<file path="config.mk">
export PLATFORM = sky130hd
export DESIGN_NAME = leitor_7seg_bcd
export DESIGN_NICKNAME = d
export VERILOG_FILES = /design/src/rtl/leitor_7seg_bcd.sv
export SDC_FILE = /design/constraint.sdc
export NUM_CORES = 1
export LEC_CHECK = 0
export ABC_CLOCK_PERIOD_IN_PS = 2200
export CORE_MARGIN = 2
export CORE_UTILIZATION = 30
export CTS_CLUSTER_DIAMETER = 50
export CTS_CLUSTER_SIZE = 28
export DETAILED_ROUTE_END_ITERATION = 6
export DONT_BUFFER_PORTS = 1
export GPL_ROUTABILITY_DRIVEN = 0
export HOLD_SLACK_MARGIN = 0.02
export SLEW_MARGIN = 20
export SYNTH_ARGS = -nofsm -noshare
export SYNTH_HDL_FRONTEND = slang
export SYNTH_SLANG_ARGS = --single-unit
</file>
<file path="constraint.sdc">
create_clock -name clk -period 2.2 [get_ports clk]
set_input_delay 0.22 -clock clk [delete_from_list [all_inputs] [get_ports clk]]
set_output_delay 0.22 -clock clk [all_outputs]
set_load 0.005 [all_outputs]
</file>
<file path="src/rtl/leitor_7seg_bcd.sv">
// Reads a multiplexed 4-digit 7-segment bus back into per-digit BCD registers.
// A digit commits after STABLE identical samples and its valid bit expires after TIMEOUT idle cycles.
module leitor_7seg_bcd #(
  parameter int STABLE  = 4,
  parameter int TIMEOUT = 1024
) (
  input  logic        clk,
  input  logic        rst,
  input  logic [6:0]  seg,
  input  logic [3:0]  an,
  output logic [15:0] bcd_digits,
  output logic [3:0]  valid,
  output logic [3:0]  err,
  output logic        upd
);

  localparam int CW = $clog2(STABLE + 1);
  localparam int AW = $clog2(TIMEOUT + 1);

  typedef enum logic [1:0] {
    IDLE  = 2'd0,
    TRACK = 2'd1,
    HELD  = 2'd2
  } state_t;

  // Returns {decodable, value}; value is zero when the pattern is not a digit.
  function automatic logic [4:0] decode_seg(input logic [6:0] s);
    logic [4:0] r;
    case (s)
      7'b0111111: r = {1'b1, 4'd0};
      7'b0000110: r = {1'b1, 4'd1};
      7'b1011011: r = {1'b1, 4'd2};
      7'b1001111: r = {1'b1, 4'd3};
      7'b1100110: r = {1'b1, 4'd4};
      7'b1101101: r = {1'b1, 4'd5};
      7'b1111101: r = {1'b1, 4'd6};
      7'b0000111: r = {1'b1, 4'd7};
      7'b1111111: r = {1'b1, 4'd8};
      7'b1101111: r = {1'b1, 4'd9};
      default:    r = 5'b0_0000;
    endcase
    return r;
  endfunction

  function automatic logic onehot4(input logic [3:0] v);
    return (v != 4'b0000) && ((v & (v - 4'b0001)) == 4'b0000);
  endfunction

  state_t          state_r;
  logic [3:0]      cur_an_r;
  logic [6:0]      cur_seg_r;
  logic [CW-1:0]   cnt_r;
  logic [AW-1:0]   age_r [4];

  logic            sample_ok_s;
  logic            match_s;
  logic            commit_s;
  logic [4:0]      dec_s;
  logic [15:0]     bcd_n_s;
  logic [3:0]      valid_n_s;
  logic [3:0]      err_n_s;
  logic [AW-1:0]   age_n_s [4];

  // Commit detection and next-state of the per-digit output and age registers.
  always_comb begin
    sample_ok_s = onehot4(an);
    match_s     = (an == cur_an_r) && (seg == cur_seg_r);
    commit_s    = (state_r == TRACK) && sample_ok_s && match_s && (cnt_r == CW'(STABLE - 1));
    dec_s       = decode_seg(cur_seg_r);
    bcd_n_s     = bcd_digits;
    valid_n_s   = valid;
    err_n_s     = err;
    for (int i = 0; i < 4; i++) begin
      age_n_s[i] = age_r[i];
      if (commit_s && cur_an_r[i]) begin
        // A commit beats a timeout landing on the same edge.
        age_n_s[i]   = {AW{1'b0}};
        valid_n_s[i] = dec_s[4];
        err_n_s[i]   = ~dec_s[4];
        if (dec_s[4]) begin
          bcd_n_s[4*i +: 4] = dec_s[3:0];
        end else begin
          bcd_n_s[4*i +: 4] = bcd_digits[4*i +: 4];
        end
      end else begin
        if (age_r[i] >= AW'(TIMEOUT - 1)) begin
          valid_n_s[i] = 1'b0;
        end else begin
          valid_n_s[i] = valid[i];
        end
        if (age_r[i] == AW'(TIMEOUT)) begin
          age_n_s[i] = age_r[i];
        end else begin
          age_n_s[i] = age_r[i] + AW'(1);
        end
      end
    end
  end

  // Tracker FSM: counts identical one-hot samples until STABLE is reached.
  always_ff @(posedge clk or posedge rst) begin
    if (rst) begin
      state_r   <= IDLE;
      cur_an_r  <= 4'b0000;
      cur_seg_r <= 7'b0000000;
      cnt_r     <= {CW{1'b0}};
    end else begin
      case (state_r)
        IDLE: begin
          if (sample_ok_s) begin
            cur_an_r  <= an;
            cur_seg_r <= seg;
            cnt_r     <= CW'(1);
            state_r   <= TRACK;
          end else begin
            state_r   <= IDLE;
          end
        end
        TRACK: begin
          if (!sample_ok_s) begin
            cnt_r   <= {CW{1'b0}};
            state_r <= IDLE;
          end else if (!match_s) begin
            cur_an_r  <= an;
            cur_seg_r <= seg;
            cnt_r     <= CW'(1);
            state_r   <= TRACK;
          end else if (cnt_r == CW'(STABLE - 1)) begin
            cnt_r   <= CW'(STABLE);
            state_r <= HELD;
          end else begin
            cnt_r   <= cnt_r + CW'(1);
            state_r <= TRACK;
          end
        end
        HELD: begin
          if (!sample_ok_s) begin
            cnt_r   <= {CW{1'b0}};
            state_r <= IDLE;
          end else if (!match_s) begin
            cur_an_r  <= an;
            cur_seg_r <= seg;
            cnt_r     <= CW'(1);
            state_r   <= TRACK;
          end else begin
            state_r <= HELD;
          end
        end
        default: begin
          cnt_r   <= {CW{1'b0}};
          state_r <= IDLE;
        end
      endcase
    end
  end

  // Output, age and update-pulse registers.
  always_ff @(posedge clk or posedge rst) begin
    if (rst) begin
      bcd_digits <= 16'h0000;
      valid      <= 4'b0000;
      err        <= 4'b0000;
      upd        <= 1'b0;
      for (int i = 0; i < 4; i++) begin
        age_r[i] <= {AW{1'b0}};
      end
    end else begin
      bcd_digits <= bcd_n_s;
      valid      <= valid_n_s;
      err        <= err_n_s;
      upd        <= (bcd_n_s != bcd_digits) || (valid_n_s != valid) || (err_n_s != err);
      for (int i = 0; i < 4; i++) begin
        age_r[i] <= age_n_s[i];
      end
    end
  end

endmodule

</file>
Yosys cells after proc, flatten, opt, wreduce, memory -nomap -nowiden
Cells that the tools add are included.
{ "totals": {"register_bits": 85, "latchBits": 0, "ram_bits": 0, "romBits": 0, "output_inout_bits": 25, "word_cells": 123, "memories": 0} }
{ "classes": {"addsub": 6, "multipliers": 0, "div": 0, "order_cmp": 4, "n_eq_ne": 30, "shifts": 0, "mux": 51, "bitwise": 2, "reduce_logical": 18} }
{ "ops": {"columns": ["op", "count"], "rows": [
  ["11-bit two-way mux", 8],
  ["5-bit one-hot mux with 10 select lines", 1],
  ["7-bit equality test (second input constant)", 7],
  ["11-bit by 1-bit adder with 11-bit output (second input constant)", 4],
  ["11-bit equality test (second input constant)", 4],
  ["11-bit by 10-bit greater-or-equal comparator with 1-bit output (second input constant)", 4],
  ["4-bit two-way mux", 11],
  ["7-bit two-way mux", 3],
  ["3-bit two-way mux", 6],
  ["16-bit inequality test", 1],
  ["7-bit by 3-bit equality test with 1-bit output (second input constant)", 2],
  ["7-bit one-hot mux with 2 select lines", 1],
  ["1-bit two-way mux", 13],
  ["2-bit inequality test (second input constant)", 6],
  ["2-bit two-way mux", 5],
  ["1-bit logical AND", 9],
  ["3-bit one-hot mux with 3 select lines", 1],
  ["4-bit inequality test", 2],
  ["4-bit one-hot mux with 2 select lines", 1],
  ["7-bit by 6-bit equality test with 1-bit output (second input constant)", 1],
  ["7-bit equality test", 1],
  ["2-bit one-hot mux with 3 select lines", 1],
  ["4-bit bitwise AND", 1],
  ["4-bit equality test", 1],
  ["other kinds (16)", 17]
]} }

Longest topological paths before layout
Gate-level depths: netlist of run 1.
{ "logic_depth": {"depth_word": 12, "mapped_depth": 11} }

Worst setup path before layout of run 1
No wires, ideal clock.
{ "synth_path": {"path_type": "reg-to-reg", "from": "reg cur_seg_r[4]", "to": "reg upd", "setup_ps": 139, "arrival_ps": 2278, "slack_ps": -217, "stages_incl_launch_ff": 10, "synth_period_minus_slack_ps": 2417, "path_cell_list": "dfrtp_1 -> buf_6 -> xor2_1 -> nor4_4 -> nand4b_4 -> nor4b_4 -> mux2i_1 -> xnor2_1 -> a221oi_1 -> nand4b_1"} }
{ "synth_via": {"elab_chain_cells": 9} }
{ "synth_lines": {"columns": ["item", "line", "rtl"], "rows": [
  ["start: declaration", "51", "logic [6:0] cur_seg_r;"],
  ["start signal: assignment", "112", "cur_seg_r <= seg;"],
  ["start signal: assignment", "125", "cur_seg_r <= seg;"],
  ["start signal: assignment", "142", "cur_seg_r <= seg;"],
  ["branches (longest 8 deep; another with 16-bit inequality test)", null, null],
  ["1-bit logical OR *", "171", "upd <= (bcd_n_s != bcd_digits) || (valid_n_s != valid) || (err_n_s != err);"],
  ["end signal: assignment", "171", null],
  ["end: declaration", "14", "output logic upd"]
]} }
Every way passes the cells marked *.
A chain may end at the register's enable or synchronous reset.

Final worst setup path of run 1
Ends and elaborated chain as after synthesis.

==> flow_results.org, run 1 <==
** Yosys
- Unique cell type count in the Yosys netlist :: 61
- Main area contributors after synthesis :: sky130_fd_sc_hd__dfrtp_1, sky130_fd_sc_hd__nor2_1, sky130_fd_sc_hd__xor2_1
- Syn Inst Count :: 510
- The largest total area in the synthesized netlist belongs to sky130_fd_sc_hd__dfrtp_1.
- Share of Yosys cell area claimed by the top area cell type :: 44.5%
- Yosys warning total :: 0
- Netlist Area Pre-Place :: 0.00478 mm^2
- The most used flip-flop cell after synthesis is sky130_fd_sc_hd__dfrtp_1.
- Mean instance size in the synthesized netlist :: 9.37 um^2
- Register bit count reported by yosys :: 85
- The synthesized design contains 0 enable-type register cells.
- Counting flops with an async set or reset pin after synthesis yields a share of 100%.
- The number of nets handed over by synthesis was 537.
- Sequential cells were found to cover 44.5% of the synthesized design area.

** Setup path
- Crit path DAT :: 2550 ps
- The worst register-to-register path has a setup slack of -140 ps.
- Number of buffers and inverters on the critical path :: 0
- R2R depth :: 8
- Category of the worst setup path launch point :: flip-flop
- Worst setup startpoint :: cur_seg_r[4]
- Series of cell instances along the critical path :: xor2_1 -> nor4_4 -> nand4b_4 -> nor4b_4 -> mux2i_1 -> xnor2_1 -> a221oi_1 -> nand4b_1
- The critical path ends at upd.
- Of all nets on the critical path, the largest fanout is 4.
- Number of cells on the critical path :: 8
- Cell with the largest stage delay on the worst path :: sky130_fd_sc_hd__dfrtp_1
- The cell family contributing the most delay on the critical path is simple AND/OR/NAND/NOR gates.
- Type of destination of the critical path :: flip-flop
- In this run the critical register-to-register path is captured at upd.
- The critical path in this run is classified as flip-flop to flip-flop.
- The largest single stage delay on the critical path is 420 ps.
- The startpoint identified for the worst register-to-register timing path is cur_seg_r[4].
- For the worst setup path, the data required time is 2410 ps.

** Floorplanning
- The floorplan step defined a die boundary enclosing 0.0170 mm^2.
- Rows :: 46
- Effective utilization at floorplan :: 30.4%
- 38 I/O pins were placed.
- Core box area :: 0.0157 mm^2
- The die is 130 um wide.
- From bottom edge to top edge, the die measures 130 um.

** Flow run
- Number of max-cap violations :: 0

** Final layout
- Synthesis-to-layout area growth :: 24.6%
- The post-route netlist has 20.4% of its cells at a drive strength greater than 1.
- Commonest non-fill, non-tap cells in the layout :: sky130_fd_sc_hd__dfrtp_1, sky130_fd_sc_hd__nor2_1, sky130_fd_sc_hd__buf_4, sky130_fd_sc_hd__nand2_1, sky130_fd_sc_hd__xor2_1
- 0 antenna diodes ended up in the layout.
- After filler insertion, the fill cell instance count of the layout stands at 1554.
- Leading cell type in the layout, fill and taps excluded :: sky130_fd_sc_hd__dfrtp_1
- Cell area after layout :: 0.00595 mm^2
- Post-layout nets :: 605

** Clock network
- No sink is reached through more buffers than the 2 on the longest clock path.
- The clock tree synthesis step divided the H-tree into 3 levels.
- Insertion delay of the later-clocked pin in the worst-skew pair :: 350 ps
- TritonCTS built the clock tree.
- After clock tree synthesis, the clock-pin slew on the worst setup and hold paths is 60 ps.
- TritonCTS created 9 clock buffers.
- The tree built by TritonCTS fans out to 85 sinks.
- Root cell of the clock tree :: sky130_fd_sc_hd__clkbuf_16

** Placement
- Count of buffers from port buffering :: 0
- Cell area after placement :: 0.00545 mm^2
- HPWL after detailed placement :: 8480 um
- Worst setup slack after placement :: -179 ps

** Detailed routing
- Post-route antenna net violation count :: 0
- Routed WL :: 11700 um
- Detail-routed net length per standard cell :: 14.6 um
- For this run, the detailed router's first-pass iteration total came to 4.
- DR DRC count :: 0
- Dividing the detail-routed via count by the number of cells gives 4.92.
- The routed layout has 3923 vias.
- The first routing iteration left 179 violations.

** Timing
- Final worst slack :: -140 ps
- For this run, the top clock speed supported by timing is 427 MHz.
- The number of hold-slack violations in the final timing report was 0.
- Tightest Pin Transition :: 609 ps
- Headroom to the max-slew limit :: 59.4%
- Setup violation total in the final timing report :: 12
- The final number of max-transition violations came to 0.
- Worst setup skew after layout :: 4.19 ps
- Final clock period utilization by the worst path :: 106%
- The routed design could run at a clock period as short as 2340 ps.
- Summed over all failing endpoints, the final setup total negative slack is -870 ps.
- Setup repair after global routing could not meet its margin everywhere.

** Global routing
- Largest net degree at the start of global routing :: 48
- GR Util met3 :: 3.69%
- The first global-routing pass estimated 19100 um of wire.
- The number of antenna violations at the first check in global routing came to 0.
- Global routing consumed, on the met1 layer, 17.6% of the routing resources.
- Met2 usage :: 23.7%
- Aggregate global-route resource usage :: 14.4%
- Vias in the first global route :: 3919
- met2 is the most crowded layer.
- Summed over all layers, the global routing overflow is 0.

** Power and ir drop
- Fraction of power consumed by combinational cells :: 21.4%
- Of the total power, the share spent switching nets is 29.9%.
- Per report_power, the clock group accounts for 32.8% of the total.
- Seq pwr share :: 45.8%
- Design internal power :: 0.00300 W
- For this design the ratio of total power to cell area is 718 mW/mm^2.
- VDD sags by at most 0.000396 V.
- Leakage :: 2.58 nW
- The analysis attributes to net switching a power of 0.00128 W.

** Hold path
- The worst hold path was traced through 6 stages.
- Worst min-delay path class :: primary input to flip-flop

** Status
- The flow ran to the end, but the final reports show violations.
- Violations in the final reports :: setup timing
registers in the layout, indices dropped and copies added, names as in the netlist:
register	count
valid	4
state_r	2
cnt_r	3
age_r	44
upd	1
cur_seg_r	7
cur_an_r	4
bcd_digits	16
err	4
worst reg2reg max path, delay by kind of cell, from the launching register on:
| family | cells | cell delay [ps] |
|---|---|---|
| simple gates | 4 | 960 |
| xor+xnor | 2 | 300 |
| compound gates | 1 | 220 |
| mux | 1 | 300 |
| flops | 1 | 420 |
worst min-delay path by stage:
| stage | start | endpoint | slack (ps) |
|---|---|---|---|
| after floorplan | an[3] | cur_an_r[3] | 370 |
| after global placement | rst | age_r[12] | 280 |
| after detailed placement | rst | age_r[12] | 290 |
| after CTS | an[2] | state_r[1] | 450 |
| after global routing | seg[3] | state_r[1] | 500 |
| final | an[2] | state_r[1] | 460 |
metrics by stage:
step / util [%] / power [W] / std cells / hold WS (ps)
floorplan: - / 0.00250 / 510 / 370
global placement: 34.7 / 0.00280 / 767 / 279
detailed placement: 34.7 / 0.00283 / 767 / 289
CTS: 37.5 / 0.00428 / 796 / 447
global route: 37.9 / 0.00451 / 798 / 495
finish: 37.9 / 0.00427 / 798 / 459
per-layer routing:
metal / vias to the layer above / routed length, um / part of all wire (%)
li1: 1914 / - / -
met5: - / 0 / 0
met3: 21 / 663 / 5.7
met4: 0 / 356 / 3.1
met1: 1924 / 5140 / 44
met2: 64 / 5490 / 47
power groups by stage:
stage | registers (W) | clock network, W | logic [W]
finish | 0.00196 | 0.00140 | 0.000915
global route | 0.00199 | 0.00151 | 0.00101
global placement | 0.00196 | 0 | 0.000843
floorplan | 0.00191 | 0 | 0.000590
detailed placement | 0.00197 | 0 | 0.000865
CTS | 0.00195 | 0.00143 | 0.000899
cells in the mapped netlist (3+ instances only):
cell,count
sky130_fd_sc_hd__dfrtp_1,85
sky130_fd_sc_hd__nor2_1,73
sky130_fd_sc_hd__nand2_1,54
sky130_fd_sc_hd__xor2_1,30
sky130_fd_sc_hd__o21ai_0,27
sky130_fd_sc_hd__nand3_1,26
sky130_fd_sc_hd__a21oi_1,23
sky130_fd_sc_hd__xnor2_1,23
sky130_fd_sc_hd__inv_1,19
sky130_fd_sc_hd__mux2_2,15
sky130_fd_sc_hd__ha_1,14
sky130_fd_sc_hd__and3_1,11
sky130_fd_sc_hd__clkbuf_1,11
sky130_fd_sc_hd__nor3_1,11
sky130_fd_sc_hd__buf_2,6
sky130_fd_sc_hd__nor4b_1,6
sky130_fd_sc_hd__o22ai_1,6
sky130_fd_sc_hd__a22oi_1,4
sky130_fd_sc_hd__nand4_1,4
sky130_fd_sc_hd__nor4_1,4
sky130_fd_sc_hd__a211oi_1,3
sky130_fd_sc_hd__a21o_1,3
sky130_fd_sc_hd__a32oi_1,3
sky130_fd_sc_hd__and2_1,3
sky130_fd_sc_hd__nand4b_1,3
sky130_fd_sc_hd__o31ai_1,3
final cells by class:
type | instances | area (um^2) | area share (%)
flip-flops and latches | 85 | 2130 | 35.8
inverters | 19 | 75.1 | 1.26
well taps | 216 | 270 | 4.54
repair buffers | 76 | 676 | 11.3
multi-input cells | 387 | 2530 | 42.6
clock buffers | 10 | 239 | 4.01
clock inverters | 5 | 27.5 | 0.462
timing repair:
item,in CTS,in global routing
hold buffers,12,0
gates resized for setup,8,15
setup buffers,2,1
endpoints found under the hold margin,96,0
cloned,0,1
setup endpoints to repair,18,29
pin swaps,2,4
kinds of logic after synthesis:
| logic type | after synthesis | synth area share [%] |
|---|---|---|
| AND/OR/NAND/NOR | 216 | 23.4 |
| AO/OA/AOI/OAI | 88 | 11.6 |
| flip-flops | 85 | 44.5 |
| XOR/XNOR | 53 | 9.71 |
| buffers and inverters | 38 | 3.38 |
| multiplexers | 16 | 3.74 |
| adder cells (fa/ha/maj) | 14 | 3.66 |
(Power assumes the default switching activity.)
==> run 2: changes to the inputs <==
Settings changed: ABC_AREA from default to 1.
==> flow_results.org, run 2 <==
** Global routing
- Vias in the first global route :: 4168
- First-pass GRT wire length :: 19900 um
- Global routing used 13.8% of the available tracks across all layers.
- Antenna violations before repair :: 0
- After global routing the overflow that remains totals 0.
- Entering global routing, the biggest net connects 44 pins.

** Final layout
- Share of cells above drive strength 1 :: 12.5%
- In the final layout, the registers with the most flip-flops are age_r (44), bcd_digits (16), cur_seg_r (7).
- The number of antenna diodes in the final layout is 0.
- Commonest non-fill, non-tap cells in the layout :: sky130_fd_sc_hd__nand2_1, sky130_fd_sc_hd__inv_1, sky130_fd_sc_hd__dfrtp_1, sky130_fd_sc_hd__nor2_1, sky130_fd_sc_hd__o21ai_0
- The register with the most flip-flops in the final layout is age_r.
- The final layout contains 745 nets.
- Number of filler instances in the final layout :: 1790
- From synthesis to final layout, the design area changed by 17.2%.
- Max FFs per register :: 44
- Leaving out fill and tap cells, the most frequent cell in the layout is sky130_fd_sc_hd__nand2_1.

** Yosys
- Counting flops with an async set or reset pin after synthesis yields a share of 100%.
- Sequential elements use 41.2% of the synthesized area.
- Yosys warning total :: 0
- Largest area contributor in the netlist :: sky130_fd_sc_hd__dfrtp_1
- Dominant register cell in the synthesized netlist :: sky130_fd_sc_hd__dfrtp_1
- The cell area that synthesis handed to floorplanning was 0.00516 mm^2.
- Number of enable flip-flop cells after synthesis :: 0
- Register bit count reported by yosys :: 85
- Main area contributors after synthesis :: sky130_fd_sc_hd__dfrtp_1, sky130_fd_sc_hd__nand2_1, sky130_fd_sc_hd__inv_1
- The commonest cells after synthesis are sky130_fd_sc_hd__nand2_1, sky130_fd_sc_hd__inv_1, sky130_fd_sc_hd__dfrtp_1.
- The average instance in the mapped netlist occupies 7.49 um^2.
- In this run the biggest area consumer among cell types represents 41.2% of the synthesized area.
- Synthesis produced a netlist with a net count of 716.
- Unique cell type count in the Yosys netlist :: 40
- Syn Inst Count :: 689
- Top-count cell post-synth :: sky130_fd_sc_hd__nand2_1

** Floorplanning
- Die area :: 0.0183 mm^2
- Rows :: 47
- Pin placement for this block handled 38 I/O pins.
- Vert. Die Dim :: 135 um
- For this configuration, the core starts out at a cell density of 30.9%.
- In this run the horizontal extent of the chip is 135 um.
- Core box area :: 0.0167 mm^2

** Flow run
- Number of max-cap violations :: 0

** Setup path
- Stage delay of the slowest cell on the critical path :: 440 ps
- In this run the worst path has a maximum fanout of 7.
- Worst endpoint required time :: 2440 ps
- Cell with the largest stage delay on the worst path :: sky130_fd_sc_hd__dfrtp_1
- Traced cell by cell, the critical path runs through nand2_1 -> nor2_1 -> inv_1 -> nor2_1 -> nor2_2 -> nand3_4 -> buf_4 -> o21ai_0 -> o21bai_1 -> nand2_1 -> nand2_1 -> nor2_1 -> nand2_1 -> nor2_1 -> nand2_1.
- The setup check on the worst reg-to-reg path leaves a slack of 120 ps.
- STA classifies the critical path endpoint as a flip-flop.
- STA puts the critical path data arrival time at 2320 ps.
- The worst setup path is launched from a flip-flop.
- Among the stages of the critical path, the cell type that occurs most often is sky130_fd_sc_hd__nand2_1.
- The setup path with the least slack is of type flip-flop to flip-flop.

** Detailed routing
- Detail-routed net length per standard cell :: 12.3 um
- Drt initial violations :: 211
- Routed vias :: 4264
- Using the TritonRoute via totals, the vias-per-cell ratio works out to 4.53.
- The detail route stage leaves a number of antenna-violating nets equal to 0.
- DR DRC count :: 0
- Wires add up to 11600 um.
- The first detailed-routing pass took 4 iterations.

** Timing
- Hold Vio Cnt, Final :: 0
- The final number of max-transition violations was 0.
- Tightest Pin Transition :: 518 ps
- Setup repair after global routing could not meet its margin everywhere.
- Final min period :: 2080 ps
- Final worst slack :: 117 ps
- Setup violation total in the final timing report :: 0
- Measured against its own limit, the worst slew margin works out to 65.2%.
- Worst setup skew after layout :: 7.16 ps
- Final clock period utilization by the worst path :: 94.7%
- Static timing analysis puts the maximum clock frequency at 480 MHz.

** Clock network
- TritonCTS built the clock tree.
- The number of clock buffers added by TritonCTS is 9.
- Clock latency on the worst-skew pair, taken at its later pin, is 350 ps.
- Root cell of the clock tree :: sky130_fd_sc_hd__clkbuf_16
- Counting every sink on the clock net gives 85.
- The clock passes through at most 2 buffers.
- Total number of H-tree levels :: 3
- Clock-pin slew on the worst setup and hold paths :: 60 ps

** Power and ir drop
- Pwr Total :: 0.00402 W
- IR analysis of the VDD net gives a maximum drop of 0.000388 V.
- Leakage :: 3.08 nW
- For this design the ratio of total power to cell area is 664 mW/mm^2.

** Placement
- Before CTS, the worst setup slack after placement is -7.07 ps.
- Count of buffers from port buffering :: 0
- Summed over all nets, the half-perimeter wirelength after detailed placement is 8720 um.

** Hold path
- In this run the worst hold path is classified as primary input to flip-flop.

** Status
- The flow ran to the end, and the final reports show no timing, DRC or antenna violations.
## run 2: cell count changes in the layout (fill, tap and decap cells not counted), moves of 8 or more
cell,before,now
sky130_fd_sc_hd__mux2_2,15,0
sky130_fd_sc_hd__xor2_1,30,22
sky130_fd_sc_hd__dlygate4sd3_1,12,1
sky130_fd_sc_hd__and3_1,10,1
sky130_fd_sc_hd__nor2_2,0,10
sky130_fd_sc_hd__buf_4,57,26
sky130_fd_sc_hd__o21bai_1,0,8
sky130_fd_sc_hd__a21oi_1,23,9
sky130_fd_sc_hd__nand4_1,4,20
sky130_fd_sc_hd__xnor2_1,23,7
sky130_fd_sc_hd__inv_1,18,100
sky130_fd_sc_hd__o21ai_0,22,38
sky130_fd_sc_hd__nand2_1,53,182
## run 2: kinds of logic (layout without fill, tap and decap cells)
kind of cell / count (synthesis) / after routing / synth area share [%]
and+or+nand+nor: 368 / 368 / 32.9
buffers and inverters: 120 / 153 / 9.17
DFF: 85 / 85 / 41.2
AOI/OAI and AO/OA: 69 / 69 / 7.69
xor gates and xnor gates: 30 / 30 / 5.09
adders and majority gates: 14 / 14 / 3.39
muxes: 3 / 3 / 0.582
## run 2: final timing paths
kind	startpoint	to	cells after the start
max reg2reg	cur_seg_r[3]	upd	15
min reg2reg	age_r[18]	age_r[18]	1
min in group asynchronous	rst	age_r[12]	2
max	cur_seg_r[3]	upd	15
min	an[2]	cur_an_r[2]	2
max in group asynchronous	rst	state_r[0]	3
## run 2: metal layers
layer	share of wire (%)	track usage, %
met3	5.4	4.41
met4	1.9	4.92
met1	47	17.4
met2	46	22.4
met5	0	0
## run 2: cell type report
| type | count | area, um^2 | area share [%] |
|---|---|---|---|
| Clock inverter | 5 | 100 | 1.66 |
| Timing Repair Buffer | 31 | 277 | 4.57 |
| Tap cell | 220 | 275 | 4.55 |
| Inverter | 107 | 407 | 6.73 |
| Sequential cell | 85 | 2130 | 35.2 |
| Clock buffer | 10 | 229 | 3.79 |
| Multi-Input combinational cell | 484 | 2630 | 43.5 |
## run 2: repair_timing
action,in CTS,in global routing
hold buffers,1,0
endpoints found under the hold margin,15,0
pin swaps,0,6
buffers inserted,0,8
setup endpoints to repair,1,2
gates resized for setup,1,19
## run 2: critical path: cells and delay by family, from the launching register on
kind / cells / cell delay, ps
compound gates: 2 / 230
simple gates: 11 / 990
flops: 1 / 440
buf+inv: 2 / 300
## run 2: per-stage QoR
stage               cells  area, um^2  hold WS [ps]  util, %  setup TNS [ps]
floorplan             689        5160           379        -               0
global placement      918        5560           126     33.3          -0.223
detailed placement    918        5560           130     33.3           -7.07
CTS                   934        5900          21.0     35.3               0
global route          942        6050          58.4     36.2           -83.4
finish                942        6050          32.4     36.2               0
## run 2: where the power goes
group,switching (W),internal (W)
clock,0.000607,0.00110
combinational,0.000386,0.000207
sequential,0.0000874,0.00163
total,0.00108,0.00294
==> run 3: changes to the inputs <==
==> constraint.sdc (replaced) <==
create_clock -name clk -period 2.2 [get_ports clk]
set_input_delay 0.33 -clock clk [delete_from_list [all_inputs] [get_ports clk]]
set_output_delay 0.33 -clock clk [all_outputs]
set_load 0.005 [all_outputs]
==> flow_results.org, run 3 (same netlist as run 2, synthesis figures left out) <==
** Placement
- Inst Count DP :: 920
- Count of buffers from port buffering :: 0
- After legalization and detailed placement, the total HPWL measured 8940 um.
- Worst setup slack after placement :: 5.74 ps

** Timing
- Headroom to the max-slew limit :: 65.7%
- Max-slew violation total from the final report :: 0
- Hold Vio Cnt, Final :: 0
- Worst setup skew after layout :: 5.15 ps
- Post-route worst hold slack :: 146 ps
- Final min period :: 2170 ps
- Setup violation total in the final timing report :: 0
- Final clock period utilization by the worst path :: 98.4%
- Achievable Freq :: 462 MHz
- Unrepaired setup endpoints after global routing :: true
- At the pin with the least slew margin, the transition time is 511 ps.
- Final worst slack :: 34.5 ps

** Clock network
- Root cell of the clock tree :: sky130_fd_sc_hd__clkbuf_16
- TritonCTS clock tree :: yes
- Clock Sink Count :: 85
- In this run the number of H-tree levels came out at 3.
- Insertion delay of the later-clocked pin in the worst-skew pair :: 350 ps
- After clock tree synthesis, the clock-pin slew on the worst setup and hold paths is 60 ps.
- The longest clock path from root to sink contains 2 buffers.
- CTS buffer count :: 9

** Power and ir drop
- Dividing total power by cell area gives a power density of 653 mW/mm^2.
- IR analysis of the VDD net gives a maximum drop of 0.000368 V.
- Pwr Total :: 0.00393 W
- Leakage :: 3.09 nW

** Final layout
- Max FFs per register :: 44
- In the layout the commonest cells are sky130_fd_sc_hd__nand2_1, sky130_fd_sc_hd__inv_1, sky130_fd_sc_hd__nor2_1, sky130_fd_sc_hd__dfrtp_1, sky130_fd_sc_hd__o21ai_0.
- From synthesis to final layout, the design area changed by 16.8%.
- Number of antenna repair diodes :: 0
- In the final layout, the registers with the most flip-flops are age_r (44), bcd_digits (16), cur_seg_r (7).
- Post-layout nets :: 749
- Share of cells above drive strength 1 :: 13.1%
- Leading cell type in the layout, fill and taps excluded :: sky130_fd_sc_hd__nand2_1
- Register ranked first by flip-flop count :: age_r
- Number of cells in the finished layout apart from fillers :: 947

** Floorplanning
- The die is 135 um wide.
- For this configuration, the core starts out at a cell density of 30.9%.
- Measured along the y axis, the die boundary spans 135 um.
- Core box area :: 0.0167 mm^2
- The floorplan has 47 rows.
- Die area :: 0.0183 mm^2
- I/O pins :: 38

** Detailed routing
- Detail-routed net length per standard cell :: 12.6 um
- The pre-antenna-repair detailed-routing pass consisted of 4 iterations.
- DR DRC count :: 0
- Per-cell via count in the routed design :: 4.49
- The detailed router finished its first iteration with 254 violations.
- Routed vias :: 4249
- Routed WL :: 11900 um
- Post-route antenna net violation count :: 0

** Setup path
- R2R depth :: 10
- Type of destination of the critical path :: flip-flop
- STA classifies the critical path startpoint as a flip-flop.
- Maximum fanout along the worst path :: 6
- Worst endpoint required time :: 2430 ps
- At the worst endpoint, the arrival time is 2400 ps.
- The setup path with the least slack is of type flip-flop to flip-flop.

** Hold path
- The worst hold path passes through 2 cells.
- Worst min-delay path class :: primary input to flip-flop

** Global routing
- Largest net degree at the start of global routing :: 28
- Total overflow reported by the global router :: 0
- First-pass GRT wire length :: 20200 um
- Aggregate global-route resource usage :: 14.1%
- Antenna violations before repair :: 0
- The via count of the first global-routing pass came to 4115.

** Status
- The flow ran to the end, and the final reports show no timing, DRC or antenna violations.

** Flow run
- Max-cap violations in this run came to 0.
[run 3: changes by cell type in the layout (fill, tap and decap cells not counted), sizes merged]
cell    before  now
clkinv       3    4
bufinv       3    1
clkbuf      10   12
buf         30   34
[run 3: repair_timing]
action                                  4_1_cts  5_1_grt
setup buffers                                 0       10
endpoints found under the setup margin        0        1
endpoints found under the hold margin        18        0
gates resized for setup                       0       20
hold buffers                                  1        0
[run 3: layout make-up]
type | instances | area [um^2]
fill | 1770 | 10700
multi-input combinational | 484 | 2620
sequential | 85 | 2130
inverter | 107 | 407
timing repair buffer | 35 | 282
tap | 220 | 275
clock buffer | 12 | 267
clock inverter | 4 | 45.0
[run 3: critical path, stage by stage (launching register included)]
cell	delay, ps
sky130_fd_sc_hd__dfrtp_1	390
sky130_fd_sc_hd__ha_1	180
sky130_fd_sc_hd__ha_1	270
sky130_fd_sc_hd__nand4_1	210
sky130_fd_sc_hd__nor2_4	270
sky130_fd_sc_hd__nand3_2	200
sky130_fd_sc_hd__o21ai_4	130
sky130_fd_sc_hd__xor2_2	180
sky130_fd_sc_hd__nand2_1	70
sky130_fd_sc_hd__nor2_1	90
sky130_fd_sc_hd__nand2_1	60
[run 3: path summary, 6_finish.rpt]
path / startpoint / end / slack, ps
worst min register to register: age_r[18] / age_r[18] / 490
worst min-delay path: seg[2] / cur_seg_r[2] / 150
min in group asynchronous: rst / age_r[15] / 500
max in group asynchronous: rst / age_r[2] / 1130
worst max register to register: cnt_r[0] / upd / 30
worst max-delay path: cnt_r[0] / upd / 30
[run 3: per-layer routing]
metal	track usage [%]	wire length (um)
met3	6.02	883
met1	17.5	5340
met4	4.11	130
met5	0	0
met2	22.2	5550
[run 3: metrics by stage]
stage          cell area (um^2)  utilization (%)  setup TNS (ps)
6_report                   6020             36.1               0
5_1_grt                    6020             36.1            -161
4_1_cts                    5880             35.2               0
3_5_place_dp               5560             33.3               0
3_3_place_gp               5560             33.3               0
2_1_floorplan              5160                -               0
[run 3: power breakdown]
part           leakage, nW  internal [W]  switching [W]
combinational         1.85      0.000236       0.000397
sequential            1.08       0.00163      0.0000806
clock                0.158      0.000967       0.000623
total                 3.09       0.00283        0.00110
